<file path="config.mk">
export PLATFORM = sky130hd
export DESIGN_NAME = wb_sdrc_arbiter
export DESIGN_NICKNAME = d
export VERILOG_FILES = /design/src/rtl/wb_sdrc_arbiter.sv
export SDC_FILE = /design/constraint.sdc
export NUM_CORES = 1
export LEC_CHECK = 0
export ABC_AREA = 1
export BUFFER_PORTS_ARGS = -buffer_cell sky130_fd_sc_hd__buf_2
export CAP_MARGIN = 10
export CORE_AREA = 10 10 112 114
export DETAILED_ROUTE_END_ITERATION = 6
export DIE_AREA = 0 0 122 124
export PLACE_DENSITY = 0.62
export SLEW_MARGIN = 20
export SYNTH_ARGS = -nofsm -noshare
export SYNTH_HDL_FRONTEND = slang
export SYNTH_SLANG_ARGS = --single-unit
</file>
<file path="constraint.sdc">
create_clock -name wb_clk_i -period 1.65 [get_ports wb_clk_i]
set_clock_uncertainty 0.05 [all_clocks]
set_input_delay 0 -clock wb_clk_i [delete_from_list [all_inputs] [get_ports wb_clk_i]]
set_output_delay 0 -clock wb_clk_i [all_outputs]
set_load 0.005 [all_outputs]
</file>
<file path="src/rtl/wb_sdrc_arbiter.sv">
// ============================================================================
// Module   : wb_sdrc_arbiter
// Brief    : Two-master Wishbone round-robin arbiter in front of sdrc_top.
//            The grant is held for as long as the owning master keeps cyc
//            high, so bursts are never split. The slave-side bus is a
//            combinational mux of the granted master.
//            Optional feature macro: WB_ARB_WATCHDOG_EN (stall watchdog that
//            pulses mN_err_o and forces the grant off after TIMEOUT cycles).
// Revision : 1.0 - initial release
// ============================================================================
`default_nettype none

module wb_sdrc_arbiter #(
  parameter int dw      = 32,
  parameter int aw      = 26,
  parameter int TIMEOUT = 255
) (
  input  logic              wb_clk_i,
  input  logic              wb_rst_i,
  // master 0
  input  logic              m0_cyc_i,
  input  logic              m0_stb_i,
  input  logic              m0_we_i,
  input  logic [aw-1:0]     m0_addr_i,
  input  logic [dw-1:0]     m0_dat_i,
  input  logic [dw/8-1:0]   m0_sel_i,
  input  logic [2:0]        m0_cti_i,
  output logic [dw-1:0]     m0_dat_o,
  output logic              m0_ack_o,
  output logic              m0_err_o,
  // master 1
  input  logic              m1_cyc_i,
  input  logic              m1_stb_i,
  input  logic              m1_we_i,
  input  logic [aw-1:0]     m1_addr_i,
  input  logic [dw-1:0]     m1_dat_i,
  input  logic [dw/8-1:0]   m1_sel_i,
  input  logic [2:0]        m1_cti_i,
  output logic [dw-1:0]     m1_dat_o,
  output logic              m1_ack_o,
  output logic              m1_err_o,
  // shared slave port
  output logic              s_cyc_o,
  output logic              s_stb_o,
  output logic              s_we_o,
  output logic [aw-1:0]     s_addr_o,
  output logic [dw-1:0]     s_dat_o,
  output logic [dw/8-1:0]   s_sel_o,
  output logic [2:0]        s_cti_o,
  input  logic [dw-1:0]     s_dat_i,
  input  logic              s_ack_i,
  // grant status
  output logic [1:0]        gnt_o
);

  // State encoding doubles as the one-hot grant vector.
  localparam logic [1:0] ST_IDLE = 2'b00;
  localparam logic [1:0] ST_GNT0 = 2'b01;
  localparam logic [1:0] ST_GNT1 = 2'b10;

  // The watchdog limit must fit its 8-bit counter and be non-zero.
  if (TIMEOUT < 1 || TIMEOUT > 255) begin : g_bad_timeout
    $error("wb_sdrc_arbiter: TIMEOUT must be in 1..255");
  end

  logic [1:0] state_q, state_d;
  logic       rr_q, rr_d;
  logic       timeout_w;

  // Next-grant selection: hold while the owner keeps cyc, hand over directly
  // to a waiting master on release, round-robin tie-break from IDLE.
  always_comb begin
    state_d = state_q;
    rr_d    = rr_q;
    case (state_q)
      ST_IDLE: begin
        if (m0_cyc_i && m1_cyc_i) state_d = rr_q ? ST_GNT1 : ST_GNT0;
        else if (m0_cyc_i)        state_d = ST_GNT0;
        else if (m1_cyc_i)        state_d = ST_GNT1;
      end
      ST_GNT0: begin
        if (!m0_cyc_i || timeout_w) begin
          rr_d    = 1'b1;
          state_d = m1_cyc_i ? ST_GNT1 : ST_IDLE;
        end
      end
      ST_GNT1: begin
        if (!m1_cyc_i || timeout_w) begin
          rr_d    = 1'b0;
          state_d = m0_cyc_i ? ST_GNT0 : ST_IDLE;
        end
      end
      default: state_d = ST_IDLE;
    endcase
  end

  // Grant state and round-robin pointer; reset wins over any transition.
  always_ff @(posedge wb_clk_i) begin
    if (wb_rst_i) begin
      state_q <= ST_IDLE;
      rr_q    <= 1'b0;
    end else begin
      state_q <= state_d;
      rr_q    <= rr_d;
    end
  end

  // Slave-side mux of the granted master; everything reads zero when idle.
  always_comb begin
    s_cyc_o  = 1'b0;
    s_stb_o  = 1'b0;
    s_we_o   = 1'b0;
    s_addr_o = '0;
    s_dat_o  = '0;
    s_sel_o  = '0;
    s_cti_o  = 3'b000;
    case (state_q)
      ST_GNT0: begin
        s_cyc_o  = m0_cyc_i;
        s_stb_o  = m0_stb_i;
        s_we_o   = m0_we_i;
        s_addr_o = m0_addr_i;
        s_dat_o  = m0_dat_i;
        s_sel_o  = m0_sel_i;
        s_cti_o  = m0_cti_i;
      end
      ST_GNT1: begin
        s_cyc_o  = m1_cyc_i;
        s_stb_o  = m1_stb_i;
        s_we_o   = m1_we_i;
        s_addr_o = m1_addr_i;
        s_dat_o  = m1_dat_i;
        s_sel_o  = m1_sel_i;
        s_cti_o  = m1_cti_i;
      end
      default: ;
    endcase
  end

  // Acks are steered to the owner only, and gated by s_cyc_o so an ack that
  // arrives after the owner abandoned its cycle reaches nobody.
  assign m0_ack_o = s_ack_i & state_q[0] & s_cyc_o;
  assign m1_ack_o = s_ack_i & state_q[1] & s_cyc_o;
  assign m0_dat_o = s_dat_i;
  assign m1_dat_o = s_dat_i;
  assign gnt_o    = state_q;

`ifdef WB_ARB_WATCHDOG_EN
  localparam logic [7:0] WD_LIMIT = 8'(TIMEOUT);

  logic [7:0] wd_cnt_q, wd_cnt_d;

  // Count stalled strobes; any ack, grant change or idle restarts the count.
  always_comb begin
    wd_cnt_d = wd_cnt_q;
    if (state_q == ST_IDLE || s_ack_i || state_d != state_q)
      wd_cnt_d = 8'd0;
    else if (s_cyc_o && s_stb_o)
      wd_cnt_d = wd_cnt_q + 8'd1;
  end

  // Watchdog counter register.
  always_ff @(posedge wb_clk_i) begin
    if (wb_rst_i) wd_cnt_q <= 8'd0;
    else          wd_cnt_q <= wd_cnt_d;
  end

  // Reaching the limit forces a release, which clears the counter, so the
  // error is a single-cycle pulse to the owner.
  assign timeout_w = (state_q != ST_IDLE) && (wd_cnt_q == WD_LIMIT);
  assign m0_err_o  = timeout_w & state_q[0];
  assign m1_err_o  = timeout_w & state_q[1];
`else
  assign timeout_w = 1'b0;
  assign m0_err_o  = 1'b0;
  assign m1_err_o  = 1'b0;
`endif

endmodule

`default_nettype wire

</file>
==> parameters.txt, run 1 <==
Parameter                              Value

Run status
  Outcome ... completed

Clocking
  Clock-pin transition on the worst setup and hold timing paths ... 30 ps
  Depth of the CTS H-tree ... 1
  Post-CTS setup buffer count ... 0
  Clock root buffer ... clkbuf_8
  CTS max path bufs ... 2
  Clock buffer count from CTS ... 3
  Worst-skew pair later-pin latency ... 210 ps
  Sink Count ... 3
  CTS tree ... done

Timing
  Final hold vios ... 0
  Setup TNS after final layout ... 0 ps
  Final count of negative-setup-slack endpoints ... 0
  Fin. max-slew vios ... 0
  RSZ-0062 raised after global routing ... false
  Hold slack ... 132 ps
  Minimum period implied by the final worst setup slack ... 1560 ps
  Final critical-path setup slack ... 88.5 ps
  Max Freq ... 640 MHz
  Post-route clock period utilization ... 94.6%

Global route
  Number of global-route vias before repair ... 2700
  Total grt overflow ... 0
  Overall global routing resource usage ... 10.8%
  First-pass GRT wire length ... 13700 microns
  Pin count of the biggest net entering global routing ... 38
  Antenna violations before repair ... 0

Power and ir drop
  Power per unit of standard cell area ... 775 mW/mm^2
  Static Leak ... 1.48 nW
  Switching Fraction ... 53.1%
  VDD IR max ... 0.000485 V
  Total design power ... 0.00224 W
  Register share of total power ... 5.9%
  Reported net switching power ... 0.00119 W
  Combinational Power Share ... 84.6%
  Clock Power Share ... 9.5%
  Power Internal ... 0.00105 W

Critical path
  Crit path required time ... 1600 ps
  Kind of launch point of the worst setup path ... flop
  FF-to-FF path depth ... 7
  Endpoint of the lowest-slack register-to-register path ... rr_q
  Critical Path Sink Type ... primary output
  Worst setup path category ... flop to primary output
  Critical R2R Launch ... gnt_o[0]
  Worst reg-to-reg setup slack ... 190 ps
  Arrival time reported for the critical path endpoint ... 1510 ps
  Critical path peak fanout ... 20

Synthesis
  Synth Instances ... 336
  Portion of synthesized cell area occupied by the leading cell type ... 31.7%
  Yosys warnings ... 0
  Count of unique library cells instantiated by Yosys ... 16
  Cell types with the largest area share after synthesis ... nand2_1, buf_4, a21oi_1
  Seq/Total Area, Yosys ... 3.41%
  Cell Area, Synth ... 0.00176 sq mm
  Average size of a mapped cell ... 5.25 sq um
  Most area-hungry cell type in the Yosys netlist ... nand2_1
  Flops & latches, synth ... 3

Detailed routing
  Total iterations of the first detailed-routing run ... 4
  DR vias ... 2657
  Initial DRC Count ... 111
  Total length of routed wires ... 9870 microns
  Remaining DRCs ... 0
  Number of nets with antenna violations after routing ... 0
  Vias per inst ... 4.16
  WL/cell ... 15.4 microns

Layout
  Net total in the final layout ... 680
  Diode count ... 0
  Fraction of layout instances using a drive strength above 1 ... 46.5%
  Final cell count without fillers ... 639
  Synthesis-to-layout area growth ... 64.4%

Floorplan
  Starting Density ... 17.2%
  Site Rows ... 37
  Number of ports placed on the die boundary ... 309
  Die area ... 0.0151 sq mm
  Die width ... 122 microns
  Die boundary height ... 124 microns
  Core area ... 0.0102 sq mm

Min path
  Path category of the worst min-delay check ... input pin to flop
  Hold Path Cell Cnt ... 4
  Hold Crit Endpoint ... rr_q
  Hold Crit Start ... m1_cyc_i

Placement
  IO Port Bufs ... 210
  Final RePlAce weighted congestion ... 0.765
  Cell count after placement ... 602
  Detailed placement HPWL ... 7540 microns
  Pre-CTS setup slack ... 136 ps

Flow run
  Reported max-cap violation count ... 0
placed cells by master, fill, tap and decap left out:
cell / n
clkbuf_8: 3
inv_1: 5
nand3_1: 4
ha_4: 1
nand2_2: 1
dfxtp_2: 1
ha_2: 2
dfxtp_4: 1
dlygate4sd3_1: 33
nor2_1: 2
clkbuf_1: 1
buf_8: 1
nand2_1: 149
buf_2: 210
ha_1: 2
nand3b_1: 1
nor3_2: 2
dfxtp_1: 1
buf_6: 1
a21oi_1: 69
conb_1: 2
inv_2: 3
buf_12: 5
a21oi_2: 3
stage by stage:
stage	utilization (%)	area, sq um
finish	28.3	2900
global route	28.3	2900
CTS	28.0	2870
detailed placement	24.1	2460
global placement	24.1	2460
floorplan	-	1770
flip-flops by register name (all words and copies together), names as in the netlist:
name and cells:
gnt_o 2, rr_q 1
critical path: stages (launching register included):
cell and delay, ps:
dfxtp_4 370, inv_2 70, ha_1 310, inv_2 120, buf_6 210, a21oi_1 70, buf_2 140
Yosys cell counts, drive strengths merged:
master / count
nand2: 150
buf: 85
a21oi: 72
inv: 8
ha: 5
nand3: 4
clkbuf: 3
dfxtp: 3
nor2: 2
nor3: 2
conb: 1
nand3b: 1
layer usage:
layer / part of all wire [%] / track usage, % / up-vias
met5: 0 / 0 / -
met4: 0.47 / 1.56 / 0
met3: 13 / 4.89 / 8
met2: 51 / 20.6 / 191
met1: 36 / 10.7 / 1135
li1: - / - / 1323
logic make-up (layout without fill, tap and decap cells):
group / count (synthesis) / count (layout) / share of synthesized area, %
flops: 3 / 3 / 3.41
compound gates: 72 / 72 / 20.7
fa+ha+maj: 5 / 5 / 3.55
simple gates: 159 / 159 / 34.6
buf+inv: 96 / 262 / 37.5
other cells: 1 / 2 / 0.213
final cells by class:
class,count,area [sq um]
sequential,3,65.1
fill,1170,7330
tap,136,170
inverter,8,30.0
clock buffer,4,45.0
timing repair buffer,250,1510
multi-input combinational,238,1080
power by group through the flow:
stage	Sequential (W)	Combinational [W]	Clock (W)
after floorplan	0.000119	0.00116	0
after global placement	0.000120	0.00176	0
after detailed placement	0.000123	0.00175	0
after CTS	0.000124	0.00191	0.000219
after global routing	0.000136	0.00212	0.000227
final	0.000131	0.00190	0.000214
worst max-delay path by stage:
stage,to,depth (start not counted),slack (ps),startpoint
CTS,m1_ack_o,7,20,gnt_o[1]
floorplan,s_addr_o[0],6,300,gnt_o[0]
finish,s_dat_o[18],6,90,gnt_o[0]
detailed placement,rr_q,7,140,gnt_o[1]
global route,s_dat_o[24],6,5,gnt_o[1]
global placement,s_addr_o[19],6,180,gnt_o[0]
timing repair:
action                                 in CTS  in global routing
gates resized for setup                     9                  8
setup endpoints to repair                  46                 51
hold buffers                               33                  0
endpoints found under the hold margin      67                  0
Power figures use the tool's default switching activity.
==> run 2, diff against run 1 <==
--- a/config.mk
+++ b/config.mk
@@ -5,13 +5,11 @@
 export SDC_FILE = /design/constraint.sdc
 export NUM_CORES = 1
 export LEC_CHECK = 0
-export ABC_AREA = 1
 export BUFFER_PORTS_ARGS = -buffer_cell sky130_fd_sc_hd__buf_2
 export CAP_MARGIN = 10
-export CORE_AREA = 10 10 112 114
+export CORE_AREA = 2 2 121 123
 export DETAILED_ROUTE_END_ITERATION = 6
-export DIE_AREA = 0 0 122 124
-export PLACE_DENSITY = 0.62
+export DIE_AREA = 0 0 123 125
 export SLEW_MARGIN = 20
 export SYNTH_ARGS = -nofsm -noshare
 export SYNTH_HDL_FRONTEND = slang
==> run 2 against run 1 <==
Net effect:
- critical path depth did not move
- sequential power rose by 15%
- wire length fell by 20%
- non-clock buffer count rose by 4
- synthesized cell count fell by 23%
- design area rose by 9.6%
- sequential share of layout area fell by 0.12 points
- largest power group unchanged
- highest routed layer unchanged
==> parameters.txt, run 2 <==
Parameter                              Value

Critical path
  Family with the most delay on the worst path ... flip-flops
  Delay of the slowest critical-path stage ... 350 ps (-20 ps)
  Critical Path Sink Type ... primary output
  Arrival time reported for the critical path endpoint ... 1560 ps (+50 ps)
  Cell-by-cell listing of the critical path ... buf_6 > ha_4 > a22o_4 > and2_4 > and3_1 > buf_2
  Crit path required time ... 1600 ps (about the same)
  Worst setup path category ... flop to primary output
  Buffer and inverter count on the worst path ... 2 (-2)
  Critical path peak fanout ... 5 (-75%)
  Kind of launch point of the worst setup path ... flop
  Slowest library cell on the worst path ... dfxtp_4

Layout
  Synthesis-to-layout area growth ... 70.1%
  Commonest cells after routing, fill and taps aside ... buf_2, nor2b_1, a22oi_1
  Net total in the final layout ... 606 (-11%)
  Diode count ... 0 (unchanged)
  Final cell count without fillers ... 613 (-4.1%)
  Most common library cell in the layout ignoring fill and taps ... buf_2
  Max FFs per register ... 2 (unchanged)
  Fraction of layout instances using a drive strength above 1 ... 55.7% (+9.2 points)

Synthesis
  Cell types with the largest area share after synthesis ... a22oi_1, buf_4, nor2b_1
  Seq/Total Area, Yosys ... 3.22% (-0.19 points)
  Most area-hungry cell type in the Yosys netlist ... a22oi_1
  Synth cell count leaders ... a22oi_1, nor2b_1, buf_4, buf_2, clkbuf_1
  Average size of a mapped cell ... 7.18 sq um (+37%)
  Flops & latches, synth ... 3 (unchanged)
  Synth Instances ... 260 (-23%)
  Number of synthesized flops with an enable pin ... 0 (unchanged)
  Yosys warnings ... 0 (unchanged)
  Cell Area, Synth ... 0.00187 sq mm (+5.9%)
  Portion of synthesized cell area occupied by the leading cell type ... 27.3% (-4.4 points)
  Count of unique library cells instantiated by Yosys ... 27 (+11)
  Commonest register cell after synthesis ... dfxtp_1
  Synth async-reset ratio ... 0% (unchanged)

Detailed routing
  Vias per inst ... 4.08 (-2.0%)
  Remaining DRCs ... 0 (unchanged)
  Routed met1 length ... 2880 microns (-18%)
  Routed length on met2 ... 4210 microns (-16%)
  Highest metal layer used by the detailed router ... met4
  DR vias ... 2499 (-5.9%)
  Routed wl met3 ... 692 microns (-46%)
  Total length of routed wires ... 7910 microns (-20%)
  Total iterations of the first detailed-routing run ... 4 (unchanged)
  Number of nets with antenna violations after routing ... 0 (unchanged)
  WL/cell ... 12.9 microns (-16%)
  Initial DRC Count ... 86 (-23%)

Timing
  Setup TNS after final layout ... 0 ps (unchanged)
  Final critical-path setup slack ... 39.7 ps (-48.8 ps)
  Minimum period implied by the final worst setup slack ... 1610 ps (+48.8 ps)
  Max Freq ... 621 MHz (-3.0%)
  Post-route clock period utilization ... 97.6% (+3.0 points)
  Fin. max-slew vios ... 0 (unchanged)
  Hold slack ... 142 ps (+9.76 ps)
  Final hold vios ... 0 (unchanged)
  Final count of negative-setup-slack endpoints ... 0 (unchanged)
  RSZ-0062 raised after global routing ... false

Power and ir drop
  Static Leak ... 1.52 nW (+2.3%)
  Switching Fraction ... 42.4% (-11 points)
  Power per unit of standard cell area ... 987 mW/mm^2 (+27%)
  Power Internal ... 0.00181 W (+71%)
  Clock Power Share ... 12.7% (+3.2 points)
  Combinational Power Share ... 82.5% (-2.1 points)
  Register share of total power ... 4.8% (-1.1 points)
  VDD IR max ... 0.000851 V (+76%)
  Reported net switching power ... 0.00133 W (+11%)

Placement
  Cell count after placement ... 573 (-4.8%)
  Pre-CTS setup slack ... 127 ps (-8.17 ps)
  IO Port Bufs ... 210 (unchanged)
  Detailed placement HPWL ... 5650 microns (-25%)
  Final RePlAce weighted congestion ... 0.770 (+0.69%)

Clocking
  Depth of the CTS H-tree ... 1 (unchanged)
  Worst-skew pair later-pin latency ... 230 ps (+20 ps)
  Clock buffer count from CTS ... 3 (unchanged)
  Clock-pin transition on the worst setup and hold timing paths ... 30 ps (about the same)
  Clock root buffer ... clkbuf_16
  Sink Count ... 3 (unchanged)
  CTS max path bufs ... 2 (unchanged)
  CTS tree ... done

Global route
  Number of global-route vias before repair ... 2307 (-15%)
  Total grt overflow ... 0 (unchanged)
  Pin count of the biggest net entering global routing ... 40 (+5.3%)
  Overall global routing resource usage ... 8.65% (-2.1 points)
  Antenna violations before repair ... 0 (unchanged)
  First-pass GRT wire length ... 10900 microns (-20%)

Floorplan
  Die area ... 0.0154 sq mm (+1.6%)
  Die boundary height ... 125 microns (+0.81%)
  Die width ... 123 microns (+0.82%)
  Site Rows ... 44 (+19%)
  Starting Density ... 13.1% (-4.1 points)
  Core area ... 0.0142 sq mm (+39%)
  Number of ports placed on the die boundary ... 309 (unchanged)

Flow run
  Reported max-cap violation count ... 0 (unchanged)

Run status
  Outcome ... completed

Min path
  Path category of the worst min-delay check ... input pin to flop
## run 2: cell types whose count changed in the layout (fill, tap and decap cells not counted), moves of 4 or more
cell       change
nand2_1      -147
a21oi_1       -68
nor2b_1       +68
a22oi_1       +67
clkbuf_16      +4
nand3_1        -4
## run 2: final cells by class
cell class / count / area, sq um
inverters: 4 / 17.5
multi-input cells: 164 / 1220
fillers: 1598 / 11000
clock buffers: 4 / 78.8
repair buffers: 254 / 1560
flip-flops and latches: 3 / 67.6
well taps: 184 / 230
## run 2: final timing paths
path / slack, ps / depth (start not counted) / from / end
setup / recovery: 40 / 6 / gnt_o[1] / m1_ack_o
hold / removal: 140 / 4 / m1_cyc_i / gnt_o[0]
setup reg to reg: 170 / 6 / gnt_o[1] / gnt_o[1]
hold reg to reg: 500 / 2 / gnt_o[0] / gnt_o[0]
## run 2: what timing repair did
| item | 4_1_cts | 5_1_grt |
|---|---|---|
| gates resized for setup | 5 | 9 |
| pin swaps | 1 | 1 |
| endpoints found under the hold margin | 65 | 0 |
| buffers inserted | 1 | 1 |
| cloned | 0 | 1 |
| endpoints found under the setup margin | 58 | 61 |
| hold buffers | 33 | 0 |
## run 2: worst reg2reg max path, stage by stage, from the launching register on
cell and delay [ps]:
dfxtp_4 350, buf_6 130, ha_4 150, a22o_4 250, buf_4 140, o21ai_0 190, o41ai_2 90
## run 2: logic make-up (layout without fill, tap and decap cells)
logic type,after synthesis,after routing,synth area share (%)
AOI/OAI and AO/OA,79,79,32.6
adders and majority gates,5,5,3.35
buffers and inverters,94,262,34.5
DFF,3,3,3.22
other,1,2,0.201
and+or+nand+nor,78,78,26.1
## run 2: metrics by stage
step | power (W) | area, sq um | util (%)
final | 0.00313 | 3180 | 22.4
after global routing | 0.00341 | 3180 | 22.4
after CTS | 0.00298 | 3100 | 21.8
after detailed placement | 0.00245 | 2670 | 18.8
after global placement | 0.00244 | 2670 | 18.8
after floorplan | 0.00169 | 1870 | -
## run 2: metal layers
metal | vias to the layer above | global-route usage (%)
met5 | - | 0
met3 | 15 | 1.32
met1 | 1130 | 8.94
met4 | 0 | 2.54
li1 | 1187 | -
met2 | 167 | 17.4
## run 2: power groups by stage
stage / combinational, W / clock (W) / sequential, W
floorplan: 0.00157 / 0 / 0.000129
global placement: 0.00232 / 0 / 0.000128
finish: 0.00258 / 0.000399 / 0.000150
global route: 0.00285 / 0.000404 / 0.000154
CTS: 0.00244 / 0.000403 / 0.000134
detailed placement: 0.00232 / 0 / 0.000128
==> run 3, diff against run 2 <==
--- a/config.mk
+++ b/config.mk
@@ -6,7 +6,7 @@
 export NUM_CORES = 1
 export LEC_CHECK = 0
 export BUFFER_PORTS_ARGS = -buffer_cell sky130_fd_sc_hd__buf_2
-export CAP_MARGIN = 10
+export CAP_MARGIN = 30
 export CORE_AREA = 2 2 121 123
 export DETAILED_ROUTE_END_ITERATION = 6
 export DIE_AREA = 0 0 123 125
==> constraint.sdc (replaced) <==
create_clock -name wb_clk_i -period 1.91 [get_ports wb_clk_i]
set_clock_uncertainty 0.05 [all_clocks]
set_input_delay 0 -clock wb_clk_i [delete_from_list [all_inputs] [get_ports wb_clk_i]]
set_output_delay 0 -clock wb_clk_i [all_outputs]
set_load 0.005 [all_outputs]
==> run 3 against run 2 <==
Net effect:
- sequential power fell by 19%
- die area unchanged
- design area decreased by 3.4%
- worst setup slack improved by 96 ps
- via count down 0.52%
- register-to-register slack improved by 220 ps
- hold slack worse by 40 ps
- sequential share of layout area is 0.088 points lower
==> parameters.txt, run 3 (synthesis gave the netlist of run 2 again) <==
Parameter                              Value

Run status
  Outcome ... completed

Critical path
  Critical path peak fanout ... 6 (+1)
  Logic depth of the worst setup path including buffers ... 6 (unchanged)
  Family with the most delay on the worst path ... flip-flops
  Buffer and inverter count on the worst path ... 2 (unchanged)
  Worst Setup SP ... gnt_o[0]
  Endpoint of the lowest-slack register-to-register path ... gnt_o[1]
  Arrival time reported for the critical path endpoint ... 1720 ps (+160 ps)
  Slowest library cell on the worst path ... dfxtp_2
  Critical R2R Launch ... gnt_o[0]
  Worst setup path category ... flop to primary output
  Crit path required time ... 1860 ps (+260 ps)
  Cell-by-cell listing of the critical path ... inv_1 > ha_1 > a22o_4 > and2_4 > and3_1 > buf_2
  Kind of launch point of the worst setup path ... flop
  FF-to-FF path depth ... 5 (-1)
  Worst reg-to-reg setup slack ... 390 ps (+220 ps)
  Critical Path Sink Type ... primary output
  Delay of the slowest critical-path stage ... 370 ps (+20 ps)
  Worst setup endpoint ... m1_ack_o

Floorplan
  Starting Density ... 13.1% (unchanged)
  Core area ... 0.0142 sq mm (unchanged)
  Site Rows ... 44 (unchanged)
  Die boundary height ... 125 microns (unchanged)
  Die area ... 0.0154 sq mm (unchanged)
  Die width ... 123 microns (unchanged)
  Number of ports placed on the die boundary ... 309 (unchanged)

Detailed routing
  WL/cell ... 13.0 microns (+0.47%)
  Remaining DRCs ... 0 (unchanged)
  Routed length on met2 ... 4200 microns (-0.17%)
  Routed met1 length ... 2980 microns (+3.4%)
  Total length of routed wires ... 7880 microns (-0.35%)
  Routed wl met3 ... 634 microns (-8.4%)
  Number of nets with antenna violations after routing ... 0 (unchanged)
  DR vias ... 2486 (-0.52%)
  Highest metal layer used by the detailed router ... met4
  Initial DRC Count ... 91 (+5.8%)
  Vias per inst ... 4.09 (+0.30%)
  Total iterations of the first detailed-routing run ... 5 (+1)

Layout
  Fraction of layout instances using a drive strength above 1 ... 54.2% (-1.5 points)
  Commonest cells after routing, fill and taps aside ... buf_2, a22oi_1, nor2b_1
  Max FFs per register ... 2 (unchanged)
  Diode count ... 0 (unchanged)
  Most common library cell in the layout ignoring fill and taps ... buf_2
  # fillers ... 1581 (-1.1%)
  Synthesis-to-layout area growth ... 64.3%
  Final cell count without fillers ... 608 (-0.82%)
  Net total in the final layout ... 601 (-0.83%)

Timing
  RSZ-0062 raised after global routing ... false
  Final count of negative-setup-slack endpoints ... 0 (unchanged)
  Max Freq ... 564 MHz
  Post-route clock period utilization ... 92.9%
  Minimum period implied by the final worst setup slack ... 1770 ps
  Final hold vios ... 0 (unchanged)
  Hold slack ... 102 ps (-40.0 ps)
  Setup TNS after final layout ... 0 ps (unchanged)
  Fin. max-slew vios ... 0 (unchanged)

Placement
  Cell count after placement ... 570 (-0.52%)
  Detailed placement HPWL ... 5430 microns (-3.8%)
  IO Port Bufs ... 210 (unchanged)
  Final RePlAce weighted congestion ... 0.757 (-1.7%)

Clocking
  Clock root buffer ... clkbuf_16
  Sink Count ... 3 (unchanged)
  CTS tree ... done
  Clock-pin transition on the worst setup and hold timing paths ... 30 ps (about the same)
  Clock buffer count from CTS ... 3 (unchanged)
  Worst-skew pair later-pin latency ... 220 ps (about the same)
  Post-CTS setup buffer count ... 0 (-1)
  Depth of the CTS H-tree ... 1 (unchanged)
  CTS max path bufs ... 2 (unchanged)

Power and ir drop
  VDD IR max ... 0.000641 V (-25%)
  Static Leak ... 1.48 nW (-2.5%)
  Power per unit of standard cell area ... 843 mW/mm^2 (-15%)

Global route
  First-pass GRT wire length ... 10700 microns (-2.3%)
  Number of global-route vias before repair ... 2245 (-2.7%)
  Total grt overflow ... 0 (unchanged)
  Antenna violations before repair ... 0 (unchanged)
  Pin count of the biggest net entering global routing ... 69 (+73%)
  Overall global routing resource usage ... 8.35% (-0.30 points)

Min path
  Path category of the worst min-delay check ... input pin to flop

Flow run
  Reported max-cap violation count ... 0 (unchanged)
-- run 3: cell types whose count changed in the layout (fill, tap and decap cells not counted), sizes merged --
| cell | before | now |
|---|---|---|
| buf | 220 | 215 |
-- run 3: worst reg2reg max path, cell delays in order (launching register included) --
cell     delay, ps
dfxtp_2        370
inv_1           90
ha_1           290
a22o_4         290
o21ai_0        200
o41ai_2         90
-- run 3: per-stage QoR --
stage | cell area (sq um) | worst slack, ps | total power (W) | utilization [%]
CTS | 3040 | 32.5 | 0.00247 | 21.4
finish | 3070 | 136 | 0.00259 | 21.6
global placement | 2630 | 300 | 0.00202 | 18.5
global route | 3070 | 52.0 | 0.00283 | 21.6
floorplan | 1870 | 440 | 0.00146 | -
detailed placement | 2630 | 277 | 0.00205 | 18.5
-- run 3: routing by layer --
metal | up-vias | GRT usage [%]
li1 | 1176 | -
met1 | 1140 | 9.31
met2 | 164 | 16.5
met3 | 6 | 0.958
met4 | 0 | 1.80
met5 | - | 0
-- run 3: worst min-delay path by stage --
stage                      startpoint            to  slack, ps  depth (start not counted)
after floorplan              wb_rst_i      gnt_o[0]         20                          1
after global placement    s_dat_i[20]  m0_dat_o[20]        -50                          0
after detailed placement  s_dat_i[20]  m0_dat_o[20]        -50                          0
after CTS                    m0_cyc_i      gnt_o[1]        110                          3
after global routing         m0_cyc_i      gnt_o[1]        130                          3
final                        m0_cyc_i      gnt_o[1]        100                          3
-- run 3: power breakdown --
group / total [W] / internal, W / switching (W)
Combinational: 0.00213 / 0.00109 / 0.00104
Sequential: 0.000121 / 0.0000895 / 0.0000314
Clock: 0.000334 / 0.000276 / 0.0000587
Total: 0.00259 / 0.00145 / 0.00113
-- run 3: area by class of cell --
type / instances / area, sq um / share of cell area, %
inverters: 4 / 15.0 / 0.490
well taps: 184 / 230 / 7.51
clock buffers: 4 / 78.8 / 2.57
repair buffers: 249 / 1510 / 49.1
multi-input cells: 164 / 1170 / 38.3
flip-flops and latches: 3 / 62.6 / 2.04
-- run 3: timing repair --
item                                   4_1_cts  5_1_grt
hold buffers                                33        0
resized for setup                            0        2
endpoints found under the hold margin       65        0
setup endpoints to repair                    0        2
